## config.mk

```make
export PLATFORM = sky130hd
export DESIGN_NAME = regfile_write_port_flat
export DESIGN_NICKNAME = d
export VERILOG_FILES = /design/src/rtl/regfile_write_port_if.sv /design/src/rtl/regfile_write_port.sv /design/src/flat_wrapper.sv
export SDC_FILE = /design/constraint.sdc
export NUM_CORES = 1
export LEC_CHECK = 0
export ABC_AREA = 1
export BUFFER_PORTS_ARGS = -buffer_cell sky130_fd_sc_hd__buf_4
export CELL_PAD_IN_SITES_DETAIL_PLACEMENT = 1
export CELL_PAD_IN_SITES_GLOBAL_PLACEMENT = 1
export CORE_ASPECT_RATIO = 1.25
export CORE_MARGIN = 5
export CORE_UTILIZATION = 38
export CTS_CLUSTER_DIAMETER = 80
export DETAILED_ROUTE_END_ITERATION = 7
export PLACE_DENSITY = 0.9
export SLEW_MARGIN = 0
export SYNTH_ARGS = -nofsm -noshare
export SYNTH_HDL_FRONTEND = slang
export SYNTH_SLANG_ARGS = --single-unit
```

## constraint.sdc

```tcl
create_clock -name clk -period 6.8 [get_ports clk]
set_input_delay 0.34 -clock clk [delete_from_list [all_inputs] [get_ports clk]]
set_output_delay 0.34 -clock clk [all_outputs]
set_load 0.02 [all_outputs]
```

## src/rtl/regfile_write_port_if.sv

```systemverilog
// Write-request handshake into the register-file write port.
// Producer holds valid/addr/data stable until ready is seen.
interface regfile_write_port_if #(
    parameter int ADDR_W = 5,
    parameter int DATA_W = 64
);
    logic              wr_valid;
    logic              wr_ready;
    logic [ADDR_W-1:0] wr_addr;
    logic [DATA_W-1:0] wr_data;

    modport master (
        output wr_valid,
        output wr_addr,
        output wr_data,
        input  wr_ready
    );

    modport slave (
        input  wr_valid,
        input  wr_addr,
        input  wr_data,
        output wr_ready
    );
endinterface

```

## src/rtl/regfile_write_port.sv

```systemverilog
// Write-back queue for the 32x64 register file.
// Issues one-hot writes in order and forwards queued data to the read path.
module regfile_write_port #(
    parameter int DATA_W = 64,
    parameter int ADDR_W = 5,
    parameter int DEPTH  = 2
) (
    input  logic                   clk,
    input  logic                   reset,
    regfile_write_port_if.slave    wr,
    input  logic                   hold,
    output logic [2**ADDR_W-1:0]   wr_en,
    output logic [DATA_W-1:0]      wdata,
    output logic                   busy,
    input  logic [ADDR_W-1:0]      chk_addr,
    output logic                   chk_hit,
    output logic [DATA_W-1:0]      chk_data
);
    localparam int NREGS = 2**ADDR_W;
    localparam int PTR_W = $clog2(DEPTH);
    localparam int CNT_W = PTR_W + 1;
    localparam logic [ADDR_W-1:0] ZERO_REG = '1;

    logic [ADDR_W-1:0] addr_q [DEPTH];
    logic [DATA_W-1:0] data_q [DEPTH];
    logic [PTR_W-1:0]  head_q, head_d;
    logic [PTR_W-1:0]  tail_q, tail_d;
    logic [CNT_W-1:0]  count_q, count_d;

    logic push;
    logic pop;
    logic nonempty;

    assign nonempty    = (count_q != '0);
    assign wr.wr_ready = (count_q < CNT_W'(DEPTH));
    assign push        = wr.wr_valid && wr.wr_ready;
    assign pop         = nonempty && !hold;
    assign busy        = nonempty;

    always_comb begin
        wr_en = '0;
        wdata = '0;
        if (nonempty) begin
            wdata = data_q[head_q];
        end
        if (pop && addr_q[head_q] != ZERO_REG) begin
            wr_en = NREGS'(1) << addr_q[head_q];
        end
    end

    always_comb begin
        head_d  = pop  ? head_q + PTR_W'(1) : head_q;
        tail_d  = push ? tail_q + PTR_W'(1) : tail_q;
        count_d = count_q;
        if (push && !pop) begin
            count_d = count_q + CNT_W'(1);
        end else if (!push && pop) begin
            count_d = count_q - CNT_W'(1);
        end
    end

    // Walk oldest to youngest so the last match left standing is the youngest.
    always_comb begin
        logic [PTR_W-1:0] idx;
        chk_hit  = 1'b0;
        chk_data = '0;
        idx      = '0;
        for (int i = 0; i < DEPTH; i++) begin
            idx = head_q + PTR_W'(i);
            if (CNT_W'(i) < count_q && addr_q[idx] == chk_addr) begin
                chk_hit  = 1'b1;
                chk_data = data_q[idx];
            end
        end
        if (chk_addr == ZERO_REG) begin
            chk_hit  = 1'b0;
            chk_data = '0;
        end
    end

    always_ff @(posedge clk) begin
        if (reset) begin
            head_q  <= '0;
            tail_q  <= '0;
            count_q <= '0;
        end else begin
            head_q  <= head_d;
            tail_q  <= tail_d;
            count_q <= count_d;
        end
    end

    always_ff @(posedge clk) begin
        if (!reset && push) begin
            addr_q[tail_q] <= wr.wr_addr;
            data_q[tail_q] <= wr.wr_data;
        end
    end
endmodule

```

## src/flat_wrapper.sv

```systemverilog
// flat-port wrapper written by rule: the top's interface ports become plain ports
module regfile_write_port_flat 
#(
    parameter int DATA_W = 64,
    parameter int ADDR_W = 5,
    parameter int DEPTH  = 2
)
  (clk, reset, hold, wr_en, wdata, busy, chk_addr, chk_hit, chk_data, wr_wr_valid, wr_wr_addr, wr_wr_data, wr_wr_ready);
  regfile_write_port_if #(.ADDR_W(ADDR_W), .DATA_W(DATA_W)) wr_i ();
  input  logic clk;
  input  logic reset;
  input  logic hold;
  output logic [2**ADDR_W-1:0] wr_en;
  output logic [DATA_W-1:0] wdata;
  output logic busy;
  input  logic [ADDR_W-1:0] chk_addr;
  output logic chk_hit;
  output logic [DATA_W-1:0] chk_data;
  input wire logic [$bits(wr_i.wr_valid)-1:0] wr_wr_valid;
  input wire logic [$bits(wr_i.wr_addr)-1:0] wr_wr_addr;
  input wire logic [$bits(wr_i.wr_data)-1:0] wr_wr_data;
  output wire logic [$bits(wr_i.wr_ready)-1:0] wr_wr_ready;
  assign wr_i.wr_valid = wr_wr_valid;
  assign wr_i.wr_addr = wr_wr_addr;
  assign wr_i.wr_data = wr_wr_data;
  assign wr_wr_ready = wr_i.wr_ready;
  regfile_write_port #(.DATA_W(DATA_W), .ADDR_W(ADDR_W), .DEPTH(DEPTH)) u_core (.clk(clk), .reset(reset), .wr(wr_i), .hold(hold), .wr_en(wr_en), .wdata(wdata), .busy(busy), .chk_addr(chk_addr), .chk_hit(chk_hit), .chk_data(chk_data));
endmodule
```

---- After elaboration in Yosys (flattened, before gate mapping) ----
Memory sizes are Yosys's and may differ from the RTL's. A register that Yosys moved wholly into a read port is not among the register bits.
Index checks and enable logic that the tools add are counted.
word-level totals
  memories kept ........................... 2
  register bits after elaboration ......... 4
  logic and storage cells ................. 47
  output and inout port bits .............. 163
  RAM bits ................................ 138
cells by class
  eq/ne operators ......................... 4
  reduce and logical (&&, ||, !) cells .... 14
  mux-type cells .......................... 16
  order comparisons ....................... 3
  shift operators ......................... 1
  add/subtract/negate cells ............... 4
memories
  name           depth  bits a word  read ports  clocked after memory_dff  wr ports  line                      RTL
  u_core.data_q  2      64           2           1                         1         regfile_write_port.sv:25  logic [DATA_W-1:0] data_q [DEPTH];
  u_core.addr_q  2      5            2           1                         1         regfile_write_port.sv:24  logic [ADDR_W-1:0] addr_q [DEPTH];
operators with widths
  kind                                                count
  2-to-1 mux 64 bit                                   4
  2-to-1 mux 32 bit                                   1
  << shifter 1 x 5 -> 32 bit (first input constant)   1
  equality test 5 bit                                 2
  2-to-1 mux 1 bit                                    9
  logical AND 1 bit                                   8
  equality test 5 bit (second input constant)         1
  inequality test 5 bit (second input constant)       1
  zero test 1 bit                                     4
  < comparator 1 x 2 -> 1 bit (first input constant)  2
  2-to-1 mux 2 bit                                    2
  nonzero test 2 bit                                  2
  adder 1 bit (second input constant)                 2
  adder 2 x 1 -> 2 bit (second input constant)        1
  < comparator 2 bit (second input constant)          1
  subtractor 2 x 1 -> 2 bit (second input constant)   1

---- Depth between registers and ports, before layout ----
Gate-level depths: netlist of run 1.
  word-level depth ........................ 6
  mapped depth ............................ 13
  gate-level depth less buffers ........... 10

---- Worst setup path after synthesis of run 1 ----
No wires, ideal clock.
  path kind ............................... register to register
  start point ............................. reg u_core.count_q[1]
  end point ............................... mem u_core.addr_q[1][0] (enable)
  data required time ...................... 6.219 ns
  slack ................................... 0.897 ns
  buffers on the path ..................... 0
  stages on the path, launching flop included .. 4
  setup time .............................. 0.581 ns
  clock period less this slack ............ 5.903 ns
  data arrival time ....................... 5.322 ns
  path through ............................ dfxtp_1 > inv_1 > nand2_1 > nor3_1
on the way
  word-level cells in the longest chain between the ends .. 5
ends and longest elaborated chain
  item                                    line                      RTL
  start: declaration                      regfile_write_port.sv:28  logic [CNT_W-1:0] count_q, count_d;
  start signal: assignment                regfile_write_port.sv:89  count_q <= count_d;
  < comparator 2 bit                      regfile_write_port.sv:35  assign wr.wr_ready = (count_q < CNT_W'(DEPTH));
  named net wr_wr_ready                   flat_wrapper.sv:22        output wire logic [$bits(wr_i.wr_ready)-1:0] wr_wr_ready;
  logical AND 1 bit                       regfile_write_port.sv:36  assign push = wr.wr_valid && wr.wr_ready;
  logical AND 1 bit                       regfile_write_port.sv:94  if (!reset && push) begin
  2-to-1 mux 1 bit                        regfile_write_port.sv:94
  2-to-1 mux 1 bit (implied by the code)  regfile_write_port.sv:95  addr_q[tail_q] <= wr.wr_addr;
  end: declaration                        regfile_write_port.sv:24
The timed path passes the listed nets, and every way through them passes these cells.

==> impl_metrics.csv, run 1 <==
group,metric,value,unit
outcome,status,"complete, no violations",
floorplanning,initial_core_util,38.4,%
logic_synthesis,yosysSeqAreaShare,51.7,%
floorplanning,ioPinCount,241,
floorplanning,die-area,24600,µm²
finish,finish.net_count,1321,
cts,cts_setup_buffers,0,
power,clock_power_share,24.0,%
route,drtIter0Drc,383,
placement,dp_hpwl,17600,µm
logic_synthesis,synthDistinctLibCells,24,
cts,cts_sinks,143,
logic_synthesis,synth_cells,1047,
cts,cts_max_path_buffers,2,
power,p_comb_share,46.3,%
timing,slew_viol_final,0,
placement,dp_slack,3000,ps
logic_synthesis,yosysTopAreaCell,"edfxtp_1",
global_routing,grt.overflow.total,0,
logic_synthesis,synthMuxAreaShare,0,%
power,irDropWorstVdd,0.000276,V
global_routing,antenna_found_initial,3,
finish,diodes,0,
power,p_seq_share,29.8,%
floorplanning,row_count,60,
logic_synthesis,yosysWarnings,0,
cts,clk_pin_slew,60,ps
timing,finalCritPeriodShare,61.7,%
power,swShare,43.2,%
cts,hold_buffers,0,
timing,tns,0,ps
placement,placed_cell_area,10000,µm²
route,ant_nets,0,
route,drc,0,
critical_path,crit_type,"flip-flop to output pin",
logic_synthesis,synth_compound_area_share,8.17,%
global_routing,grt_max_degree,74,
logic_synthesis,ys_async_sr_fraction,0,%
logic_synthesis,ys_ff_latch,143,
flow_run,cap_violations,0,
logic_synthesis,synth-simple-area-share,29.7,%
logic_synthesis,yosys_most_used_dff,"edfxtp_1",
finish,drive_gt1_share,23.1,%
logic_synthesis,synth_nets,1128,
placement,gp_congestion,0.865,
logic_synthesis,synthAdderAreaFrac,0.457,%
timing,fin_skew,13.2,ps
logic_synthesis,synth.most_common_cell,"nand2_1",
cts,clockRootBuffer,"clkbuf_16",
cts,htree_levels,4,
global_routing,grt_use_total,21.3,%
power,leakage,0.00485,µW
logic_synthesis,synth_area_leaders,"edfxtp_1 (51%), nand2_1 (15%), nor2_1 (8.0%), o21ai_0 (7.8%), nand4_1 (4.9%)",
critical_path,worstPathRequired,6460,ps
floorplanning,die_h,174,µm
global_routing,grt_pass1_vias,8428,
timing,worst_pin_slew,1030,ps
route,wl,26600,µm
placement,numPortBuffers,239,
power,internal_power,2110,µW
timing,min_period,4200,ps
timing,rsz0062_at_grt,"false",
logic_synthesis,syn_area_per_cell,7.84,µm²
floorplanning,die_w,141,µm
timing,timing.hold.ws,92.9,ps
finish,final_util,49.5,%
hold_path,min_path_type,"input pin to flip-flop",
route,drt_first_pass_iters,5,
logic_synthesis,synth_edf_count,138,
cts,clk_latency,430,ps
finish,design_area,10600,µm²
critical_path,endpoint_kind,"output pin",
hold_path,hold_path_depth,1,
logic_synthesis,synth_top_area_share,50.5,%
route,routedWlPerCell,17.4,µm
cts,cts_tree,"yes",
critical_path,worstRegToRegCells,8,
timing,setup_ws,2600,ps
critical_path,ff2ff_setup_slack,4370,ps
cts,cts_made_buffers,17,
logic_synthesis,syn_area,8210,µm²
timing,max_freq,0.238,GHz
floorplanning,core,21400,µm²
finish,area_growth,29.2,%
route,via_per_inst,5.14,
power,power.density,350,nW/µm²
critical_path,cp_data_arrival_time,3860,ps
timing,relSlewSlack,31.1,%
logic_synthesis,synth_top_family_by_area,"simple AND/OR/NAND/NOR gates",
timing,hold_viol_final,0,
critical_path,worst-path-max-fanout,70,
timing,finalSetupViolations,0,
logic_synthesis,synthXorXnorAreaFrac,0.213,%
critical_path,start_kind,"flip-flop",
power,switchingPower,1600,µW
global_routing,grt_pass1_wl,42200,µm
cts,cts.repair.resized,0,
route,vias,7877,
logic_synthesis,yosys-top-cells-count,"nand2_1 (323), nor2_1 (174), edfxtp_1 (138)",
-- critical path: stages, from the launching register on --
cell	delay (ps)
dfxtp_1	600
clkinv_2	800
nand2_1	360
nand2_2	150
nand2_1	100
nand2_1	60
nor2_1	120
nand3_1	150
nand2_1	150
nand2_4	430
nor2_1	300
buf_4	180
-- per-layer routing --
layer | up-vias | routed length (µm) | GRT usage [%]
met5 | - | 41 | 0
met1 | 3779 | 10400 | 23.4
met3 | 50 | 1290 | 4.18
met4 | 6 | 643 | 8.12
met2 | 224 | 14200 | 40.0
li1 | 3818 | - | -
-- path summary, 6_finish.rpt --
kind                               to              start
setup reg to reg    u_core.count_q[0]  u_core.count_q[1]
hold / removal    u_core.addr_q[0][4]      wr_wr_addr[4]
setup / recovery         chk_data[50]          flip-flop
hold reg to reg         u_core.tail_q      u_core.tail_q
-- layout make-up --
class | instances | area [µm²]
multi-input combinational | 733 | 3210
timing repair buffer | 247 | 1850
clock buffer | 17 | 425
sequential | 143 | 4250
tap | 279 | 349
clock inverter | 15 | 136
fill | 2647 | 10800
inverter | 98 | 372
-- flip-flops by register name, indices dropped and copies added (netlist names), named ones only --
register	count
u_core.count_q	2
u_core.data_q	128
u_core.head_q	1
u_core.addr_q	10
u_core.tail_q	1
-- cell families after synthesis --
logic type      after synthesis
simple gates                593
fa+ha+maj                     3
other cells                   1
compound gates              134
flops                       143
xor+xnor                      2
buf+inv                     171
-- cells in the final DEF (no fill, tap or decap) --
master / netlist / layout
clkinv_4: 0 / 1
nand2_4: 1 / 1
nor3_1: 6 / 5
conb_1: 1 / 1
dfxtp_4: 0 / 1
nor3_2: 0 / 1
bufinv_16: 0 / 1
dfxtp_1: 5 / 4
nand2_1: 323 / 323
inv_4: 1 / 1
xnor2_1: 1 / 1
inv_1: 96 / 96
nor4_1: 1 / 1
clkinv_2: 0 / 2
clkbuf_16: 0 / 17
nand4_1: 64 / 64
clkinv_1: 0 / 1
nand3_4: 0 / 1
clkinvlp_4: 0 / 6
xor2_1: 1 / 1
ha_2: 0 / 1
edfxtp_1: 138 / 138
buf_4: 3 / 247
nor2_1: 174 / 170
inv_6: 0 / 5
a21oi_1: 6 / 6
nand2_2: 1 / 1
o21ai_0: 128 / 128
nor2_4: 0 / 4
nand3_1: 23 / 22
ha_1: 3 / 2
-- power groups by stage --
stage / clock network (µW) / logic [µW] / registers [µW]
3_3_place_gp: 0 / 1680 / 1120
5_1_grt: 946 / 1870 / 1120
6_report: 890 / 1720 / 1110
2_1_floorplan: 0 / 1100 / 1090
3_5_place_dp: 0 / 1730 / 1120
4_1_cts: 904 / 1730 / 1110
-- per-stage QoR --
| step | total power [µW] | std cells |
|---|---|---|
| 3_5_place_dp | 2850 | 1500 |
| 6_report | 3710 | 1532 |
| 2_1_floorplan | 2190 | 1047 |
| 3_3_place_gp | 2800 | 1500 |
| 5_1_grt | 3940 | 1532 |
| 4_1_cts | 3740 | 1532 |
Note: power is estimated with default switching activity, not from simulation.
==> inputs of run 2 (changes only) <==
==> constraint.sdc (replaced) <==
create_clock -name clk -period 4.35 [get_ports clk]
set_input_delay 0.2175 -clock clk [delete_from_list [all_inputs] [get_ports clk]]
set_output_delay 0.2175 -clock clk [all_outputs]
set_load 0.02 [all_outputs]
==> run 2 against run 1 <==
- clock power is 64% higher
- core utilization rose by 3.4 points
- die area unchanged
- worst hold slack lost 35 ps
- first-iteration DRC count rose by 9.7%
- wire length is 11% higher
- critical path type unchanged
- critical endpoint is now chk_data[10]
==> impl_metrics.csv, run 2 (synthesized netlist as in run 1, its figures left out) <==
group,metric,value,unit
placement,numPortBuffers,239,
finish,drive_gt1_share,22.0,%
finish,filler_cell_count,2562,
floorplanning,die_h,174,µm
floorplanning,initial_core_util,38.4,%
global_routing,antenna_found_initial,2,
critical_path,cp_data_arrival_time,3650,ps
floorplanning,die_w,141,µm
global_routing,grt_use_total,23.6,%
finish,largest_register,"u_core.data_q",
route,routedWlPerCell,18.4,µm
finish,finish.net_count,1392,
critical_path,start_kind,"flip-flop",
cts,cts_tree,"yes",
placement,gp_congestion,0.809,
route,drc,0,
global_routing,grt_pass1_wl,46200,µm
hold_path,worstHoldStart,"reset",
cts,clockRootBuffer,"clkbuf_16",
cts,cts_max_path_buffers,2,
placement,placedCellCount,1502,
finish,area_growth,38.2,%
global_routing,grt.overflow.total,0,
floorplanning,core,21400,µm²
critical_path,reg2reg_from,"u_core.count_q[1]",
timing,fin_skew,7.34,ps
route,ant_nets,0,
floorplanning,row_count,60,
outcome,status,"complete, no violations",
finish,reg_top3,"u_core.data_q x128, u_core.addr_q x10, u_core.count_q x2",
critical_path,endpoint_kind,"output pin",
power,power.density,528,nW/µm²
cts,cts_sinks,143,
floorplanning,ioPinCount,241,
global_routing,grt_max_degree,82,
cts,htree_levels,4,
critical_path,worst-path-max-fanout,65,
route,via_per_inst,5.20,
placement,dp_slack,898,ps
route,wl,29500,µm
route,drt_first_pass_iters,5,
finish,final_common_cell,"nand2_1",
global_routing,grt_pass1_vias,8761,
flow_run,cap_violations,0,
finish,final_util,53.0,%
cts,clk_latency,420,ps
timing,rsz0062_at_grt,"false",
finish,largest_reg_flops,128,
placement,dp_hpwl,18600,µm
finish,final_cell_mix,"nand2_1 (323), buf_4 (249), nor2_1 (170)",
cts,clk_pin_slew,60,ps
timing,min_period,3870,ps
floorplanning,die-area,24600,µm²
timing,max_freq,0.259,GHz
route,vias,8334,
placement,placed_cell_area,10100,µm²
timing,finalCritPeriodShare,88.9,%
timing,finalSetupViolations,0,
power,irDropWorstVdd,0.000304,V
timing,slew_viol_final,0,
timing,hold_viol_final,0,
critical_path,startpoint,"u_core.head_q",
critical_path,worstPathRequired,4130,ps
finish,design_area,11300,µm²
power,leakage,0.00518,µW
timing,relSlewSlack,31.0,%
route,drtIter0Drc,420,
critical_path,crit_type,"flip-flop to output pin",
timing,setup_ws,485,ps
finish,seqCellArea,4250,µm²
timing,tns,0,ps
finish,multi_input_area,3220,µm²
hold_path,min_path_type,"input pin to flip-flop",
timing,worst_pin_slew,1030,ps
finish,finalNonFillerCells,1604,
cts,cts_made_buffers,17,
cts,cts_setup_buffers,0,
[run 2: cell count changes in the layout (fill, tap and decap cells not counted)]
cell,before,now
buf_4,247,249
bufinv_16,1,2
clkinv_1,1,2
clkinv_4,1,5
clkinvlp_4,6,1
diode_2,0,1
dlygate4sd3_1,0,69
inv_6,5,4
nor3_2,1,0
nor3_4,0,1
[run 2: report_power, final]
| group | total (µW) | internal [µW] | switching [µW] |
|---|---|---|---|
| combinational | 2790 | 908 | 1890 |
| clock | 1460 | 850 | 611 |
| sequential | 1730 | 1640 | 84.6 |
[run 2: cell type report]
type | count | area share (%)
sequential | 143 | 37.5
multi-input combinational | 733 | 28.4
timing repair buffer | 318 | 22.6
clock buffer | 17 | 3.75
inverter | 98 | 3.28
tap | 279 | 3.08
clock inverter | 15 | 1.40
antenna | 1 | 0.0221
[run 2: path summary, 6_finish.rpt]
check / endpoint / slack [ps] / depth (start not counted)
setup reg to reg: u_core.count_q[1] / 1900 / 8
hold / removal: u_core.head_q / 60 / 2
setup / recovery: chk_data[10] / 480 / 11
hold reg to reg: u_core.tail_q / 500 / 2
[run 2: critical path, cell delays in order (launching register included)]
cell and delay, ps:
dfxtp_4 700, inv_4 90, nand2_1 110, nand2_1 50, nand2_1 60, nand2_1 80, nor2_4 130, nand3_4 630
nand2_1 350, nand2_4 410, nor2_1 320, buf_4 190
[run 2: routing by layer]
layer	part of all wire, %	vias up	global-route usage, %
li1	-	3968	-
met1	38	4039	25.9
met2	54	243	43.9
met3	4.2	82	4.29
met4	3.8	2	10.3
met5	0.044	-	0
[run 2: timing repair]
item                                   in CTS  in global routing
gates resized for setup                     0                  0
hold buffers                               69                  0
endpoints found under the hold margin     138                  0
[run 2: per-stage QoR]
| step | hold slack, ps | total power (µW) |
|---|---|---|
| 2_1_floorplan | 287 | 3420 |
| 3_3_place_gp | 403 | 4360 |
| 3_5_place_dp | 405 | 4450 |
| 4_1_cts | 40.3 | 5970 |
| 5_1_grt | 49.5 | 6300 |
| 6_report | 57.5 | 5980 |
